--- config.mk ---
export PLATFORM = sky130hd
export DESIGN_NAME = rx_instruction
export DESIGN_NICKNAME = d
export VERILOG_FILES = /design/src/rtl/rx_instruction.sv
export SDC_FILE = /design/constraint.sdc
export NUM_CORES = 1
export LEC_CHECK = 0
export ABC_AREA = 1
export CAP_MARGIN = 20
export CORE_ASPECT_RATIO = 1.1
export CORE_MARGIN = 10
export CORE_UTILIZATION = 56
export CTS_CLUSTER_SIZE = 14
export DETAILED_ROUTE_END_ITERATION = 10
export GPL_ROUTABILITY_DRIVEN = 0
export PLACE_DENSITY = 0.76
export SYNTH_ARGS = -nofsm -noshare
export SYNTH_HDL_FRONTEND = slang
export SYNTH_SLANG_ARGS = --single-unit
--- constraint.sdc ---
create_clock -name clk12 -period 4.6 [get_ports clk12]
set_clock_uncertainty 0.1 [all_clocks]
set_input_delay 0.92 -clock clk12 [delete_from_list [all_inputs] [get_ports clk12]]
set_output_delay 0.92 -clock clk12 [all_outputs]
set_load 0.01 [all_outputs]
--- src/rtl/rx_instruction.sv ---
// -----------------------------------------------------------------------------
// rx_instruction
//
// UART receive front end for the instruction path. Deserialises 8N1 bytes
// from the host, assembles four of them (least-significant byte first) into a
// 32-bit instruction word and offers that word to the core over a
// valid/ready handshake through a one-word holding register.
//
// Parameters:
//   CLKS_PER_BIT    clk12 cycles per UART bit (12 MHz / 115200 -> 104)
//   TIMEOUT_CYCLES  idle cycles after a byte before a partial word is dropped
//
// Ports:
//   clk12        in   1   system clock
//   rstn         in   1   synchronous active-low reset
//   rx           in   1   asynchronous UART line, idle high
//   instr        out  32  assembled instruction, byte 0 in [7:0]
//   instr_valid  out  1   instr holds an unconsumed word
//   instr_ready  in   1   consumer accepts instr this cycle
//   frame_error  out  1   one-cycle pulse: stop bit sampled low
//   overrun      out  1   one-cycle pulse: completed word dropped (register full)
//   timeout      out  1   one-cycle pulse: partial word dropped by timeout
// -----------------------------------------------------------------------------
module rx_instruction #(
  parameter int CLKS_PER_BIT   = 104,
  parameter int TIMEOUT_CYCLES = 120000
) (
  input  logic        clk12,
  input  logic        rstn,
  input  logic        rx,
  output logic [31:0] instr,
  output logic        instr_valid,
  input  logic        instr_ready,
  output logic        frame_error,
  output logic        overrun,
  output logic        timeout
);

  localparam int CNT_W = $clog2(CLKS_PER_BIT + 1);
  localparam int TO_W  = $clog2(TIMEOUT_CYCLES + 1);

  localparam logic [2:0] WAIT_IDLE = 3'd0;
  localparam logic [2:0] IDLE      = 3'd1;
  localparam logic [2:0] START     = 3'd2;
  localparam logic [2:0] DATA      = 3'd3;
  localparam logic [2:0] STOP      = 3'd4;

  localparam logic [CNT_W-1:0] HALF_BIT = CNT_W'(CLKS_PER_BIT / 2);
  localparam logic [CNT_W-1:0] FULL_BIT = CNT_W'(CLKS_PER_BIT);
  localparam logic [CNT_W-1:0] CNT_ONE  = CNT_W'(1);

  // ---------------------------------------------------------------------------
  // Two-flop synchroniser. Both flops reset to the idle level.
  // ---------------------------------------------------------------------------
  logic       rx_meta_reg;
  logic       rxs_reg;
  // Counts edges since reset release until the synchroniser holds real line
  // samples. Without it, the reset value 1 in the flops would let WAIT_IDLE
  // exit while the line is still low mid-frame, and the frame tail would be
  // decoded as a new byte.
  logic [1:0] sync_fill_reg;

  always_ff @(posedge clk12) begin
    if (!rstn) begin
      rx_meta_reg   <= 1'b1;
      rxs_reg       <= 1'b1;
      sync_fill_reg <= 2'd0;
    end else begin
      rx_meta_reg <= rx;
      rxs_reg     <= rx_meta_reg;
      if (sync_fill_reg != 2'd2) begin
        sync_fill_reg <= sync_fill_reg + 2'd1;
      end
    end
  end

  // ---------------------------------------------------------------------------
  // Bit-level receiver FSM
  // ---------------------------------------------------------------------------
  logic [2:0]       state_reg, state_next;
  logic [CNT_W-1:0] bit_cnt_reg, bit_cnt_next;
  logic [2:0]       bit_idx_reg, bit_idx_next;
  logic [7:0]       data_reg, data_next;
  logic             byte_strobe_reg, byte_strobe_next;
  logic             frame_error_reg, frame_error_next;

  always_comb begin
    state_next       = state_reg;
    bit_cnt_next     = bit_cnt_reg;
    bit_idx_next     = bit_idx_reg;
    data_next        = data_reg;
    byte_strobe_next = 1'b0;
    frame_error_next = 1'b0;

    case (state_reg)
      WAIT_IDLE: begin
        if (sync_fill_reg == 2'd2 && rxs_reg) begin
          state_next = IDLE;
        end
      end

      IDLE: begin
        if (!rxs_reg) begin
          bit_cnt_next = HALF_BIT;
          state_next   = START;
        end
      end

      START: begin
        if (bit_cnt_reg == CNT_ONE) begin
          if (rxs_reg) begin
            // Line went back high before mid start bit: a glitch.
            state_next = IDLE;
          end else begin
            bit_idx_next = 3'd0;
            bit_cnt_next = FULL_BIT;
            state_next   = DATA;
          end
        end else begin
          bit_cnt_next = bit_cnt_reg - CNT_ONE;
        end
      end

      DATA: begin
        if (bit_cnt_reg == CNT_ONE) begin
          // LSB arrives first, so shift in from the top.
          data_next    = {rxs_reg, data_reg[7:1]};
          bit_cnt_next = FULL_BIT;
          if (bit_idx_reg == 3'd7) begin
            state_next = STOP;
          end else begin
            bit_idx_next = bit_idx_reg + 3'd1;
          end
        end else begin
          bit_cnt_next = bit_cnt_reg - CNT_ONE;
        end
      end

      STOP: begin
        if (bit_cnt_reg == CNT_ONE) begin
          if (rxs_reg) begin
            byte_strobe_next = 1'b1;
            state_next       = IDLE;
          end else begin
            // Bad framing: resynchronise on the next high line level.
            frame_error_next = 1'b1;
            state_next       = WAIT_IDLE;
          end
        end else begin
          bit_cnt_next = bit_cnt_reg - CNT_ONE;
        end
      end

      default: begin
        state_next = WAIT_IDLE;
      end
    endcase
  end

  always_ff @(posedge clk12) begin
    if (!rstn) begin
      state_reg       <= WAIT_IDLE;
      bit_cnt_reg     <= '0;
      bit_idx_reg     <= 3'd0;
      data_reg        <= 8'd0;
      byte_strobe_reg <= 1'b0;
      frame_error_reg <= 1'b0;
    end else begin
      state_reg       <= state_next;
      bit_cnt_reg     <= bit_cnt_next;
      bit_idx_reg     <= bit_idx_next;
      data_reg        <= data_next;
      byte_strobe_reg <= byte_strobe_next;
      frame_error_reg <= frame_error_next;
    end
  end

  // ---------------------------------------------------------------------------
  // Word assembler and inter-byte timeout.
  // Priority: frame error, then completed byte, then timeout.
  // ---------------------------------------------------------------------------
  logic [1:0]      byte_count_reg;
  logic [TO_W-1:0] to_cnt_reg;
  logic            timeout_reg;
  logic            word_done_reg;
  logic [31:0]     word_reg;
  logic [7:0]      shift_reg [0:2];

  // Bytes 0..2 are parked here; byte 3 goes straight into the finished word.
  generate
    for (genvar gi = 0; gi < 3; gi++) begin : g_shift
      always_ff @(posedge clk12) begin
        if (!rstn) begin
          shift_reg[gi] <= 8'd0;
        end else if (!frame_error_next && byte_strobe_reg &&
                     byte_count_reg == 2'(gi)) begin
          shift_reg[gi] <= data_reg;
        end
      end
    end
  endgenerate

  always_ff @(posedge clk12) begin
    if (!rstn) begin
      byte_count_reg <= 2'd0;
      to_cnt_reg     <= '0;
      timeout_reg    <= 1'b0;
      word_done_reg  <= 1'b0;
      word_reg       <= 32'd0;
    end else begin
      timeout_reg   <= 1'b0;
      word_done_reg <= 1'b0;
      if (frame_error_next) begin
        byte_count_reg <= 2'd0;
        to_cnt_reg     <= '0;
      end else if (byte_strobe_reg) begin
        byte_count_reg <= byte_count_reg + 2'd1;
        to_cnt_reg     <= '0;
        if (byte_count_reg == 2'd3) begin
          word_done_reg <= 1'b1;
          word_reg      <= {data_reg, shift_reg[2], shift_reg[1], shift_reg[0]};
        end
      end else if (byte_count_reg == 2'd0) begin
        to_cnt_reg <= '0;
      end else if (state_reg == IDLE) begin
        // Only time the gap between frames, not a frame in progress.
        if (to_cnt_reg == TO_W'(TIMEOUT_CYCLES - 1)) begin
          byte_count_reg <= 2'd0;
          timeout_reg    <= 1'b1;
          to_cnt_reg     <= '0;
        end else begin
          to_cnt_reg <= to_cnt_reg + TO_W'(1);
        end
      end
    end
  end

  // ---------------------------------------------------------------------------
  // One-word holding register with valid/ready handshake.
  // A finished word may replace the held one only when it is consumed on the
  // same edge; otherwise the new word is dropped and overrun pulses.
  // ---------------------------------------------------------------------------
  logic [31:0] instr_reg;
  logic        instr_valid_reg;
  logic        overrun_reg;

  always_ff @(posedge clk12) begin
    if (!rstn) begin
      instr_reg       <= 32'd0;
      instr_valid_reg <= 1'b0;
      overrun_reg     <= 1'b0;
    end else begin
      overrun_reg <= 1'b0;
      if (word_done_reg) begin
        if (!instr_valid_reg || instr_ready) begin
          instr_reg       <= word_reg;
          instr_valid_reg <= 1'b1;
        end else begin
          overrun_reg <= 1'b1;
        end
      end else if (instr_valid_reg && instr_ready) begin
        instr_valid_reg <= 1'b0;
      end
    end
  end

  assign instr       = instr_reg;
  assign instr_valid = instr_valid_reg;
  assign frame_error = frame_error_reg;
  assign overrun     = overrun_reg;
  assign timeout     = timeout_reg;

endmodule

==> impl_metrics.env <==
export IMPL_path_class="register to output port"
export IMPL_finalSetupTns_ns=0
export IMPL_cts_hold_buf=0
export IMPL_viasPerCell=5.13
export IMPL_cts_resized=0
export IMPL_grt_max_degree=66
export IMPL_seq_area_frac_synth_pct=52.9
export IMPL_synth_cells=725
export IMPL_grt_usage_pct=15.7
export IMPL_htree_levels=4
export IMPL_finalCriticalPeriod_ns=2.42
export IMPL_port_buffers=39
export IMPL_avgSynthCellArea_sq_um=7.84
export IMPL_ys_types=28
export IMPL_grt_pass1_wl_um=19000
export IMPL_first_global_vias=4262
export IMPL_critical_path_cell_chain="clkdlybuf4s50_1"
export IMPL_endpoint_kind="output port"
export IMPL_period_share_pct=52.7
export IMPL_postRouteWirelength_um=11200
export IMPL_drtIter0Drc=369
export IMPL_total_leakage_power_uw=0.00280
export IMPL_yosys_warnings=0
export IMPL_vias=4591
export IMPL_clk_path_buf_depth=2
export IMPL_antenna_found_initial=0
export IMPL_final_area_sq_um=6670
export IMPL_maxSlewViolCount=0
export IMPL_num_io_pins=40
export IMPL_clock_root_buffer="clkbuf_8"
export IMPL_post_cts_buffers=0
export IMPL_ir_drop_mv=0.290
export IMPL_initial_utilization_pct=57.5
export IMPL_clkSinkCount=138
export IMPL_fillCellCount=803
export IMPL_outcome="complete, no violations"
export IMPL_cp_required_ns=3.58
export IMPL_drive_above_1_share_pct=6.97
export IMPL_antennaDiodeCount=0
export IMPL_clock_latency_ns=0.51
export IMPL_layout_cells_non_filler=895
export IMPL_dp_hpwl_um=7530
export IMPL_die_area_sq_um=14600
export IMPL_finalSetupViolations=0
export IMPL_max_stage_delay_ns=0.55
export IMPL_syn_area_sq_um=5680
export IMPL_dpl_cell_area_sq_um=6100
export IMPL_wire_per_inst_um=12.5
export IMPL_multiInputGateArea_sq_um=2230
export IMPL_die_w_um=116
export IMPL_rsz0062_at_grt="no"
export IMPL_nets=776
export IMPL_ant_nets=0
export IMPL_cts_tree="built"
export IMPL_drc_errors=0
export IMPL_crit_fanout=2
export IMPL_synth_seq_cells=138
export IMPL_hold_viol=0
export IMPL_die_height_um=126
export IMPL_core_area_sq_um=9890
export IMPL_fin_ws_ns=2.18
export IMPL_area_growth_syn_to_layout_pct=17.5
export IMPL_pwr_density_cell_nw_per_um2=425
export IMPL_drt_pass1_iterations=6
export IMPL_arrival_ns=1.40
export IMPL_path_delay_family="buffers and inverters"
export IMPL_layout_common_cells="nor2_1 (148), nand2_1 (133), dfxtp_1 (114), inv_1 (82), a21oi_1 (59)"
export IMPL_grt_overflow=0
export IMPL_worstSetupStartpointType="register"
export IMPL_cap_violations=0
export IMPL_slew_headroom_pct=57.3
export IMPL_dp_cells=862
export IMPL_worst_pin_slew_ns=0.641
export IMPL_fmax_mhz=412
export IMPL_synth_nets=739
export IMPL_seq_area_sq_um=3000
export IMPL_dpl_worst_slack_ns=1.71
export IMPL_final_common_cell="nor2_1"
export IMPL_crit_buf_inv=1
export IMPL_final_util_pct=67.5
export IMPL_hp_class="register to register"
export IMPL_numCtsBuffers=17
export IMPL_cts_clk_slew_worst_paths_ns=0.07
export IMPL_crit_slowest_cell="clkdlybuf4s50_1"
export IMPL_rows=38
metrics by stage:
| stage | power [uW] | hold slack, ns |
|---|---|---|
| global route | 2960 | 0.341 |
| CTS | 2850 | 0.312 |
| floorplan | 1560 | 0.293 |
| global placement | 1610 | 0.295 |
| detailed placement | 1620 | 0.298 |
| finish | 2840 | 0.311 |
worst register-to-register path: cells and delay by family, from the launching register on:
kind,cells,cell delay [ns]
adder cells (fa/ha/maj),1,0.15
AND/OR/NAND/NOR,9,1.36
flip-flops,1,0.31
buffers and inverters,1,0.10
synthesized netlist by cell type:
library cell / count / share of area (%)
clkbuf_1: 14 / 0.92
nand2_4: 2 / 0.40
inv_2: 3 / 0.20
xnor2_1: 5 / 0.77
nand3_1: 23 / 2.0
and3_1: 1 / 0.11
buf_2: 1 / 0.088
o21ai_0: 55 / 4.8
nor3b_1: 2 / 0.26
a21oi_1: 59 / 5.2
dfxtp_1: 114 / 40
nor3_2: 1 / 0.18
edfxtp_1: 24 / 13
nor2_2: 2 / 0.22
nor2_1: 149 / 9.8
ha_1: 10 / 2.2
nand2_2: 1 / 0.11
o22ai_1: 1 / 0.11
nand3_2: 2 / 0.35
buf_1: 3 / 0.20
inv_1: 82 / 5.4
nand2_1: 133 / 8.8
or2_2: 3 / 0.33
xor2_1: 4 / 0.62
nor3_1: 11 / 0.97
nor2_4: 3 / 0.59
nand4_1: 11 / 1.2
buf_6: 6 / 1.2
report_power, final:
| part | switching [uW] | internal, uW | leakage [uW] |
|---|---|---|---|
| clock network | 536 | 704 | 0.000266 |
| registers | 31.8 | 1270 | 0.00117 |
| logic | 195 | 103 | 0.00137 |
cell type report:
type	count	share of cell area, %
clock inverter	14	1.67
inverter	85	4.78
tap	120	2.25
sequential	138	45.0
clock buffer	18	6.58
multi-input combinational	478	33.4
timing repair buffer	42	6.30
layer usage:
metal | up-vias | wire (um) | GRT usage, %
li1 | 2387 | - | -
met1 | 2108 | 4830 | 17.8
met2 | 84 | 5780 | 27.7
met3 | 12 | 403 | 3.85
met4 | 0 | 151 | 5.45
met5 | - | 0 | 0
cells by family (layout without fill, tap and decap cells):
family                   after synthesis  count (layout)  synth area share (%)
adder cells (fa/ha/maj)               10              10                  2.20
buffers and inverters                109             159                  8.02
AO/OA/AOI/OAI                        115             115                  10.2
XOR/XNOR                               9               9                  1.39
AND/OR/NAND/NOR                      344             344                  25.4
flip-flops                           138             138                  52.9
final timing paths:
check / start / to / slack, ns / depth (start not counted)
setup reg to reg: bit_cnt_reg[1]$_SDFFE_PN0P_ / word_reg[0]$_SDFFE_PN0P_ / 2.46 / 11
setup / recovery: instr[4]$_SDFFE_PN0P_ / instr[4] / 2.18 / 1
hold reg to reg: rx_meta_reg$_SDFF_PN1_ / rxs_reg$_SDFF_PN1_ / 0.31 / 1
hold / removal: rx_meta_reg$_SDFF_PN1_ / rxs_reg$_SDFF_PN1_ / 0.31 / 1
No activity file was read; power rests on OpenSTA's default activity.
